`src/rtl/seq_instruction_decoder_if.sv`:
```
// -----------------------------------------------------------------------------
// seq_instruction_decoder_if
//
// Bundles the opcode handshake and the datapath control outputs of the
// sequential instruction decoder.
//
//   master modport (instruction register / program ROM side):
//     drives  INSTRUCTION, INSTR_VALID
//     samples every control output, BUSY, SP and STACK_FAULT
//   slave modport (decoder side):
//     samples INSTRUCTION, INSTR_VALID
//     drives  RESET_INSTR, MEM_SEL, CE_R0, CE_ACC, REG_WR, CE_RAM, CE_PC,
//             CE_STACK, nRW_STACK, STACK_SEL, PC_SEL, MUX_SEL, OP,
//             BUSY, SP, STACK_FAULT
//
// SP_WIDTH must equal $clog2(STACK_DEPTH+1) of the attached decoder.
// -----------------------------------------------------------------------------
interface seq_instruction_decoder_if #(
    parameter int INSTR_WIDTH = 5,
    parameter int OP_WIDTH    = 4,
    parameter int SP_WIDTH    = 4
);
    logic [INSTR_WIDTH-1:0] INSTRUCTION;
    logic                   INSTR_VALID;

    logic                   RESET_INSTR;
    logic                   MEM_SEL;
    logic                   CE_R0;
    logic                   CE_ACC;
    logic                   REG_WR;
    logic                   CE_RAM;
    logic                   CE_PC;
    logic                   CE_STACK;
    logic                   nRW_STACK;
    logic                   STACK_SEL;
    logic                   PC_SEL;
    logic [1:0]             MUX_SEL;
    logic [OP_WIDTH-1:0]    OP;

    logic                   BUSY;
    logic [SP_WIDTH-1:0]    SP;
    logic                   STACK_FAULT;

    modport master (
        output INSTRUCTION, INSTR_VALID,
        input  RESET_INSTR, MEM_SEL, CE_R0, CE_ACC, REG_WR, CE_RAM, CE_PC,
               CE_STACK, nRW_STACK, STACK_SEL, PC_SEL, MUX_SEL, OP,
               BUSY, SP, STACK_FAULT
    );

    modport slave (
        input  INSTRUCTION, INSTR_VALID,
        output RESET_INSTR, MEM_SEL, CE_R0, CE_ACC, REG_WR, CE_RAM, CE_PC,
               CE_STACK, nRW_STACK, STACK_SEL, PC_SEL, MUX_SEL, OP,
               BUSY, SP, STACK_FAULT
    );
endinterface

```
`src/rtl/seq_instruction_decoder.sv`:
```
// -----------------------------------------------------------------------------
// seq_instruction_decoder
//
// Multi-cycle instruction decoder. Single-cycle opcodes are decoded
// combinationally into a 16-bit control word. The two memory moves
// (0x10 MOV A,#addr and 0x11 MOV #addr,A) are sequenced over MEM_LAT+1
// cycles: a setup word with BUSY=1 for MEM_LAT cycles, then the commit word.
// A stack-depth counter guards PUSH/CALL against overflow and POP/RET
// against underflow; a blocked stack op issues NOP and sets a sticky fault.
//
// Ports:
//   CLK  clock
//   RST  synchronous active-high reset; also blanks all outputs while high
//   bus  seq_instruction_decoder_if.slave
//        INSTRUCTION/INSTR_VALID in; control word, BUSY, SP, STACK_FAULT out
//
// Control word layout, MSB..LSB:
//   {PC_SEL, STACK_SEL, CE_STACK, nRW_STACK, CE_PC, CE_RAM, MEM_SEL,
//    OP[3:0], RESET_INSTR, MUX_SEL[1:0], CE_ACC, REG_WR}
// -----------------------------------------------------------------------------
module seq_instruction_decoder #(
    parameter int INSTR_WIDTH = 5,
    parameter int OP_WIDTH    = 4,
    parameter int MEM_LAT     = 1,
    parameter int STACK_DEPTH = 8
) (
    input  logic                     CLK,
    input  logic                     RST,
    seq_instruction_decoder_if.slave bus
);

    localparam int SP_WIDTH  = $clog2(STACK_DEPTH + 1);
    // WAIT lasts MEM_LAT-1 cycles, so the counter loads MEM_LAT-2 and
    // leaves WAIT when it reaches zero.
    localparam int CNT_WIDTH = (MEM_LAT > 2) ? $clog2(MEM_LAT - 1) : 1;

    localparam logic [CNT_WIDTH-1:0] CNT_RELOAD =
        CNT_WIDTH'((MEM_LAT > 1) ? (MEM_LAT - 2) : 0);
    localparam logic [SP_WIDTH-1:0]  SP_FULL    = SP_WIDTH'(STACK_DEPTH);

    localparam logic [15:0] WORD_ZERO      = 16'h0000;
    localparam logic [15:0] WORD_SETUP     = 16'h0040;
    localparam logic [15:0] WORD_NOP       = 16'h0150;
    localparam logic [15:0] WORD_MOV_LOAD  = 16'h0372;
    localparam logic [15:0] WORD_MOV_STORE = 16'h0550;

    localparam logic [INSTR_WIDTH-1:0] IR_MOV_STORE = INSTR_WIDTH'(5'h11);

    typedef enum logic [1:0] {
        ST_IDLE   = 2'd0,
        ST_WAIT   = 2'd1,
        ST_COMMIT = 2'd2
    } state_t;

    // Control word for every single-cycle opcode. 0x10/0x11 never reach
    // this table because the memory path intercepts them first.
    function automatic logic [15:0] single_word(input logic [4:0] opc);
        logic [15:0] w;
        case (opc)
            5'h00:   w = 16'h0012;  // NOT
            5'h01:   w = 16'h0032;  // XOR
            5'h02:   w = 16'h0052;  // OR
            5'h03:   w = 16'h0072;  // AND
            5'h04:   w = 16'h0092;  // SUB
            5'h05:   w = 16'h00B2;  // ADD
            5'h06:   w = 16'h00D2;  // RR
            5'h07:   w = 16'h00F2;  // RL
            5'h08:   w = 16'h0112;  // DEC
            5'h09:   w = 16'h0132;  // INC
            5'h0A:   w = 16'h0172;  // LD
            5'h0B:   w = 16'h0151;  // ST
            5'h0C:   w = 16'h0150;  // NOP
            5'h0D:   w = 16'h0156;  // LDI
            5'h0E:   w = 16'h0950;  // JMP
            5'h0F:   w = 16'h0140;  // RST
            5'h12:   w = 16'h3150;  // PUSH
            5'h13:   w = 16'h215A;  // POP
            5'h14:   w = 16'h7950;  // CALL
            5'h15:   w = 16'h A950;  // RET
            5'h1F:   w = 16'h0140;  // RST
            default: w = WORD_NOP;  // 0x16..0x1E and anything unassigned
        endcase
        return w;
    endfunction

    // Commit word of a memory move, selected by the latched opcode.
    function automatic logic [15:0] commit_word(input logic [INSTR_WIDTH-1:0] ir);
        logic [15:0] w;
        if (ir == IR_MOV_STORE) begin
            w = WORD_MOV_STORE;
        end else begin
            w = WORD_MOV_LOAD;
        end
        return w;
    endfunction

    state_t                 state_q, state_d;
    logic [CNT_WIDTH-1:0]   cnt_q,   cnt_d;
    logic [INSTR_WIDTH-1:0] ir_q,    ir_d;
    logic [SP_WIDTH-1:0]    sp_q,    sp_d;
    logic                   fault_q, fault_d;

    logic [4:0]  opc_s;
    logic        opc_hi_s;
    logic        issue_s;
    logic        mem_op_s;
    logic        push_s;
    logic        pop_s;
    logic        overflow_s;
    logic        underflow_s;
    logic [15:0] word_s;
    logic        busy_s;

    assign opc_s = bus.INSTRUCTION[4:0];

    // Opcodes at or above 0x20 decode as NOP; only wider opcodes can reach them.
    generate
        if (INSTR_WIDTH > 5) begin : g_opc_hi
            assign opc_hi_s = |bus.INSTRUCTION[INSTR_WIDTH-1:5];
        end else begin : g_opc_lo
            assign opc_hi_s = 1'b0;
        end
    endgenerate

    // A new opcode is only looked at in IDLE; WAIT/COMMIT ignore INSTRUCTION.
    assign issue_s     = (state_q == ST_IDLE) && bus.INSTR_VALID && !opc_hi_s;
    assign mem_op_s    = issue_s && ((opc_s == 5'h10) || (opc_s == 5'h11));
    assign push_s      = issue_s && ((opc_s == 5'h12) || (opc_s == 5'h14));
    assign pop_s       = issue_s && ((opc_s == 5'h13) || (opc_s == 5'h15));
    assign overflow_s  = push_s && (sp_q == SP_FULL);
    assign underflow_s = pop_s  && (sp_q == {SP_WIDTH{1'b0}});

    // State, wait counter, latched opcode, stack pointer and fault flag.
    always_ff @(posedge CLK) begin
        if (RST) begin
            state_q <= ST_IDLE;
            cnt_q   <= {CNT_WIDTH{1'b0}};
            ir_q    <= {INSTR_WIDTH{1'b0}};
            sp_q    <= {SP_WIDTH{1'b0}};
            fault_q <= 1'b0;
        end else begin
            state_q <= state_d;
            cnt_q   <= cnt_d;
            ir_q    <= ir_d;
            sp_q    <= sp_d;
            fault_q <= fault_d;
        end
    end

    // Next-state logic for the sequencer and the stack accounting.
    always_comb begin
        state_d = state_q;
        cnt_d   = cnt_q;
        ir_d    = ir_q;
        sp_d    = sp_q;
        fault_d = fault_q;
        case (state_q)
            ST_IDLE: begin
                if (mem_op_s) begin
                    ir_d = bus.INSTRUCTION;
                    if (MEM_LAT > 1) begin
                        state_d = ST_WAIT;
                        cnt_d   = CNT_RELOAD;
                    end else begin
                        state_d = ST_COMMIT;
                    end
                end else if (overflow_s || underflow_s) begin
                    // Blocked stack op: SP holds, the flag sticks until RST.
                    fault_d = 1'b1;
                end else if (push_s) begin
                    sp_d = sp_q + {{(SP_WIDTH-1){1'b0}}, 1'b1};
                end else if (pop_s) begin
                    sp_d = sp_q - {{(SP_WIDTH-1){1'b0}}, 1'b1};
                end else begin
                    state_d = ST_IDLE;
                end
            end
            ST_WAIT: begin
                if (cnt_q == {CNT_WIDTH{1'b0}}) begin
                    state_d = ST_COMMIT;
                end else begin
                    cnt_d = cnt_q - {{(CNT_WIDTH-1){1'b0}}, 1'b1};
                end
            end
            ST_COMMIT: begin
                state_d = ST_IDLE;
            end
            default: begin
                state_d = ST_IDLE;
            end
        endcase
    end

    // Output decode: control word and BUSY from state, IR and INSTRUCTION.
    always_comb begin
        word_s = WORD_ZERO;
        busy_s = 1'b0;
        if (RST) begin
            // Outputs are blanked for the whole reset, even mid-sequence.
            word_s = WORD_ZERO;
            busy_s = 1'b0;
        end else begin
            case (state_q)
                ST_IDLE: begin
                    if (!bus.INSTR_VALID) begin
                        word_s = WORD_ZERO;
                    end else if (opc_hi_s) begin
                        word_s = WORD_NOP;
                    end else if (mem_op_s) begin
                        word_s = WORD_SETUP;
                        busy_s = 1'b1;
                    end else if (overflow_s || underflow_s) begin
                        word_s = WORD_NOP;
                    end else begin
                        word_s = single_word(opc_s);
                    end
                end
                ST_WAIT: begin
                    word_s = WORD_SETUP;
                    busy_s = 1'b1;
                end
                ST_COMMIT: begin
                    word_s = commit_word(ir_q);
                end
                default: begin
                    word_s = WORD_ZERO;
                end
            endcase
        end
    end

    assign bus.PC_SEL      = word_s[15];
    assign bus.STACK_SEL   = word_s[14];
    assign bus.CE_STACK    = word_s[13];
    assign bus.nRW_STACK   = word_s[12];
    assign bus.CE_PC       = word_s[11];
    assign bus.CE_RAM      = word_s[10];
    assign bus.MEM_SEL     = word_s[9];
    assign bus.OP          = OP_WIDTH'(word_s[8:5]);
    assign bus.RESET_INSTR = word_s[4];
    assign bus.MUX_SEL     = word_s[3:2];
    assign bus.CE_ACC      = word_s[1];
    assign bus.REG_WR      = word_s[0];
    assign bus.CE_R0       = 1'b0;
    assign bus.BUSY        = busy_s;
    assign bus.SP          = sp_q;
    assign bus.STACK_FAULT = fault_q;

endmodule

```
`src/flat_wrapper.sv`:
```
// flat-port wrapper written by rule: the top's interface ports become plain ports
module seq_instruction_decoder_flat 
#(
    parameter int INSTR_WIDTH = 5,
    parameter int OP_WIDTH    = 4,
    parameter int MEM_LAT     = 1,
    parameter int STACK_DEPTH = 8
)
  (CLK, RST, bus_INSTRUCTION, bus_INSTR_VALID, bus_RESET_INSTR, bus_MEM_SEL, bus_CE_R0, bus_CE_ACC, bus_REG_WR, bus_CE_RAM, bus_CE_PC, bus_CE_STACK, bus_nRW_STACK, bus_STACK_SEL, bus_PC_SEL, bus_MUX_SEL, bus_OP, bus_BUSY, bus_SP, bus_STACK_FAULT);
  seq_instruction_decoder_if #(.INSTR_WIDTH(INSTR_WIDTH), .OP_WIDTH(OP_WIDTH), .SP_WIDTH(4)) bus_i ();
  input  logic CLK;
  input  logic RST;
  input wire logic [$bits(bus_i.INSTRUCTION)-1:0] bus_INSTRUCTION;
  input wire logic [$bits(bus_i.INSTR_VALID)-1:0] bus_INSTR_VALID;
  output wire logic [$bits(bus_i.RESET_INSTR)-1:0] bus_RESET_INSTR;
  output wire logic [$bits(bus_i.MEM_SEL)-1:0] bus_MEM_SEL;
  output wire logic [$bits(bus_i.CE_R0)-1:0] bus_CE_R0;
  output wire logic [$bits(bus_i.CE_ACC)-1:0] bus_CE_ACC;
  output wire logic [$bits(bus_i.REG_WR)-1:0] bus_REG_WR;
  output wire logic [$bits(bus_i.CE_RAM)-1:0] bus_CE_RAM;
  output wire logic [$bits(bus_i.CE_PC)-1:0] bus_CE_PC;
  output wire logic [$bits(bus_i.CE_STACK)-1:0] bus_CE_STACK;
  output wire logic [$bits(bus_i.nRW_STACK)-1:0] bus_nRW_STACK;
  output wire logic [$bits(bus_i.STACK_SEL)-1:0] bus_STACK_SEL;
  output wire logic [$bits(bus_i.PC_SEL)-1:0] bus_PC_SEL;
  output wire logic [$bits(bus_i.MUX_SEL)-1:0] bus_MUX_SEL;
  output wire logic [$bits(bus_i.OP)-1:0] bus_OP;
  output wire logic [$bits(bus_i.BUSY)-1:0] bus_BUSY;
  output wire logic [$bits(bus_i.SP)-1:0] bus_SP;
  output wire logic [$bits(bus_i.STACK_FAULT)-1:0] bus_STACK_FAULT;
  assign bus_i.INSTRUCTION = bus_INSTRUCTION;
  assign bus_i.INSTR_VALID = bus_INSTR_VALID;
  assign bus_RESET_INSTR = bus_i.RESET_INSTR;
  assign bus_MEM_SEL = bus_i.MEM_SEL;
  assign bus_CE_R0 = bus_i.CE_R0;
  assign bus_CE_ACC = bus_i.CE_ACC;
  assign bus_REG_WR = bus_i.REG_WR;
  assign bus_CE_RAM = bus_i.CE_RAM;
  assign bus_CE_PC = bus_i.CE_PC;
  assign bus_CE_STACK = bus_i.CE_STACK;
  assign bus_nRW_STACK = bus_i.nRW_STACK;
  assign bus_STACK_SEL = bus_i.STACK_SEL;
  assign bus_PC_SEL = bus_i.PC_SEL;
  assign bus_MUX_SEL = bus_i.MUX_SEL;
  assign bus_OP = bus_i.OP;
  assign bus_BUSY = bus_i.BUSY;
  assign bus_SP = bus_i.SP;
  assign bus_STACK_FAULT = bus_i.STACK_FAULT;
  seq_instruction_decoder #(.INSTR_WIDTH(INSTR_WIDTH), .OP_WIDTH(OP_WIDTH), .MEM_LAT(MEM_LAT), .STACK_DEPTH(STACK_DEPTH)) u_core (.CLK(CLK), .RST(RST), .bus(bus_i));
endmodule
```
`config.mk`:
```
export PLATFORM = sky130hd
export DESIGN_NAME = seq_instruction_decoder_flat
export DESIGN_NICKNAME = d
export VERILOG_FILES = /design/src/rtl/seq_instruction_decoder_if.sv /design/src/rtl/seq_instruction_decoder.sv /design/src/flat_wrapper.sv
export SDC_FILE = /design/constraint.sdc
export NUM_CORES = 1
export LEC_CHECK = 0
export CAP_MARGIN = 40
export CORE_UTILIZATION = 45
export CTS_BUF_LIST = sky130_fd_sc_hd__clkbuf_2
export CTS_CLUSTER_DIAMETER = 80
export DETAILED_ROUTE_END_ITERATION = 7
export GPL_TIMING_DRIVEN = 0
export PLACE_DENSITY = 0.84
export SLEW_MARGIN = 20
export SYNTH_ARGS = -nofsm -noshare
export SYNTH_HDL_FRONTEND = slang
export SYNTH_SLANG_ARGS = --single-unit
export TNS_END_PERCENT = 5
```
`constraint.sdc`:
```
create_clock -name CLK -period 3.6 [get_ports CLK]
set_clock_uncertainty 0.1 [all_clocks]
set_input_delay 0.72 -clock CLK [delete_from_list [all_inputs] [get_ports CLK]]
set_output_delay 0.72 -clock CLK [all_outputs]
set_load 0.01 [all_outputs]
```
==> qor.csv, run 1 <==
metric,value,unit
NetSw,95.3,uW
share of cells above drive strength 1,24.8,%
antenna-violating nets left,0,
min-delay worst type,reg -> reg,
Pleak,0.000547,uW
status,finished clean,
maximum VDD drop,0.000191,V
DR WL/cell,16.0,um
DR vias,991,
slew margin rel.,59.9,%
Clock Sinks,11,
DRT iter0 DRCs,16,
Die Y,46.5,um
Slowest cell on crit path,mux4_2,
Antenna diodes,0,
max-cap violation count,0,
global-route wire length before repair,4410,um
hpwl dp,1720,um
Pint,194,uW
Startpoint Class,input pin,
clock slew at reported path FFs,0.12,ns
CP max stage delay,0.47,ns
Yosys reg bits,11,
"Distinct cells, synth",39,
largest net degree at the start of global routing,11,
FMAX,278,MHz
grt ovf,0,
warnings from Yosys,0,
"Setup violations, final",0,
clock power share,25.3,%
syn_nets,131,
worst slew pin tran,0.598,ns
total track usage,28.5,%
Via-to-Cell Ratio,5.70,
post-route core utilization,72.7,%
Core ar.,0.00178,mm^2
hold path cells,2,
"Avg Cell Area, Syn",7.83,um^2
"Critical Path, Cell by Cell",buf_6 > inv_2 > ha_4 > mux4_2 > and3_4 > a2111o_1 > or2_4 > nor3_2 > clkdlybuf4s15_2,
Pre-antenna DRT Iters,4,
critical path endpoint category,primary output,
Comb pwr share,30.9,%
IO Port Bufs,28,
chip width,46.5,um
root buf cell,clkbuf_2,
Post-Syn Area,892,um^2
CP Depth,9,
RSZ-0062 raised after global routing,yes,
critical path's top delay family,simple AND/OR/NAND/NOR gates,
Total Routed Length,2780,um
"top cells by area, synth","dfxtp_1, ha_1, a21oi_1",
fill count,146,
"Seq/Total Area, Yosys",24.7,%
IO Pins,31,
power per cell area,223,mW/mm^2
Num CTS Buffers,3,
H-Tree Level Count,1,
initial core utilization,50.0,%
Post-route DRC,0,
Yosys top cell by area,dfxtp_1,
Tcrit/Tclk final,99.9,%
worst-skew pair later-pin latency,0.27,ns
num rows,15,
"Buf+Inv Stages, Crit Path",3,
Post-synth EDFFs,0,
"Async S/R FF share, synth",0,%
Final Max Tran Viols,0,
Sequential Power Share,43.8,%
nets,167,
Switching Fraction,33.0,%
vias in the first global route,947,
Final min period,3.60,ns
Area Growth Syn to Fin,45.3,%
crit path kind,in -> out,
CP max FO,6,
Critical Path RT,2.78,ns
CTS tree,built,
Crit path arrival time,2.78,ns
Post-Route Setup TNS,0,ns
Gate Count Post-Synth,114,
CTS max path bufs,2,
R2R depth,8,
top cell type's share of synthesized area,24.7,%
"Top FF cell, synth",dfxtp_1,
Final Hold Fails,0,
GPL Wtd Cong,0.860,
initial antenna violation count,0,
die area,0.00216,mm^2
## synthesized netlist by cell type (2+ instances only)
| cell type | instances |
|---|---|
| xor2_1 | 3 |
| clkbuf_1 | 3 |
| nand3_1 | 2 |
| and3_1 | 2 |
| dfxtp_1 | 11 |
| nor3_1 | 4 |
| mux2i_1 | 3 |
| ha_1 | 8 |
| a21oi_1 | 13 |
| nand2_1 | 8 |
| nor2_1 | 16 |
| nor2b_1 | 2 |
| o21ai_0 | 5 |
| nor3b_1 | 2 |
| inv_1 | 7 |
| or3_1 | 2 |
## through the flow
stage	power [uW]	setup WS (ns)	instances	hold slack (ns)	cell area, um^2
floorplan	173	0.289	114	0.331	892
global placement	202	-0.937	167	0.341	1200
detailed placement	203	-0.947	167	0.352	1200
CTS	282	-0.0499	174	0.367	1280
global route	303	-0.0672	174	0.408	1300
finish	289	0.00358	174	0.388	1300
## cells by family (layout without fill, tap and decap cells)
| kind of cell | Yosys count | in the layout | share of synthesized area, % |
|---|---|---|---|
| fa+ha+maj | 9 | 9 | 13.5 |
| xor+xnor | 3 | 3 | 2.95 |
| compound gates | 26 | 26 | 18.0 |
| mux | 4 | 4 | 5.89 |
| buf+inv | 12 | 47 | 5.47 |
| flops | 11 | 11 | 24.7 |
| other cells | 1 | 1 | 0.420 |
| simple gates | 48 | 48 | 29.2 |
## final timing paths
kind | to | slack [ns] | from
worst max register to register | u_core.bus.SP[3] | 1.29 | u_core.state_q[1]
worst min register to register | u_core.ir_q[1] | 0.39 | u_core.ir_q[1]
worst max-delay path | bus_OP[2] | 0.004 | bus_INSTRUCTION[0]
worst min-delay path | u_core.ir_q[1] | 0.39 | u_core.ir_q[1]
## flip-flops by register name, summed over array words and instances, names as in the netlist
signal,cells
u_core.state_q,1
u_core.bus.SP,4
u_core.ir_q,5
u_core.bus.STACK_FAULT,1
## power groups by stage
stage	combinational, uW	sequential, uW	clock, uW
floorplan	43.7	130	0
global placement	73.0	129	0
detailed placement	74.1	129	0
CTS	82.7	127	72.4
global route	97.1	127	79.3
finish	89.2	127	73.1
## placed cells by master (no fill, tap or decap), drive strengths merged, types with 3 or more instances in the layout
| cell | count |
|---|---|
| nand2 | 8 |
| nor3 | 5 |
| clkdlybuf4s50 | 13 |
| inv | 7 |
| a21oi | 13 |
| ha | 8 |
| and3 | 3 |
| clkbuf | 8 |
| o21ai | 6 |
| nor2 | 16 |
| xor2 | 3 |
| dlygate4sd2 | 3 |
| mux2i | 3 |
| buf | 13 |
| dfxtp | 11 |
## cell type report
type | count | area [um^2] | share of cell area (%)
flip-flops and latches | 11 | 220 | 17.0
repair buffers | 31 | 275 | 21.2
multi-input cells | 91 | 696 | 53.7
inverters | 7 | 28.8 | 2.22
well taps | 25 | 31.3 | 2.41
plain buffers | 5 | 25.0 | 1.93
clock buffers | 4 | 20.0 | 1.54
## timing repair
action | CTS | global route
pin swaps | 2 | 1
setup endpoints to repair | 14 | 14
setup buffers | 3 | 0
hold buffers | 0 | 0
gates resized for setup | 65 | 3
## per-layer routing
| metal | GRT usage (%) | up-vias | share of wire, % |
|---|---|---|---|
| li1 | - | 469 | - |
| met1 | 34.8 | 467 | 40 |
| met2 | 51.4 | 51 | 53 |
| met3 | 4.71 | 4 | 6.1 |
| met4 | 5.88 | 0 | 0.54 |
| met5 | 0 | - | 0 |
## worst reg2reg max path, stage by stage (launching register included)
cell and delay, ns:
dfxtp_1 0.35, nand4bb_4 0.23, or2_2 0.38, ha_1 0.28, a21o_1 0.17, a21oi_1 0.18, xor2_1 0.09, or3_1 0.31
a21oi_1 0.14
Power figures use the tool's default switching activity.
==> run 2: changes to the inputs <==
RECOVER_POWER = 100   (was unset)
==> results of run 2 <==
No change in the layout: final DEF, timing and power equal those of run 1.
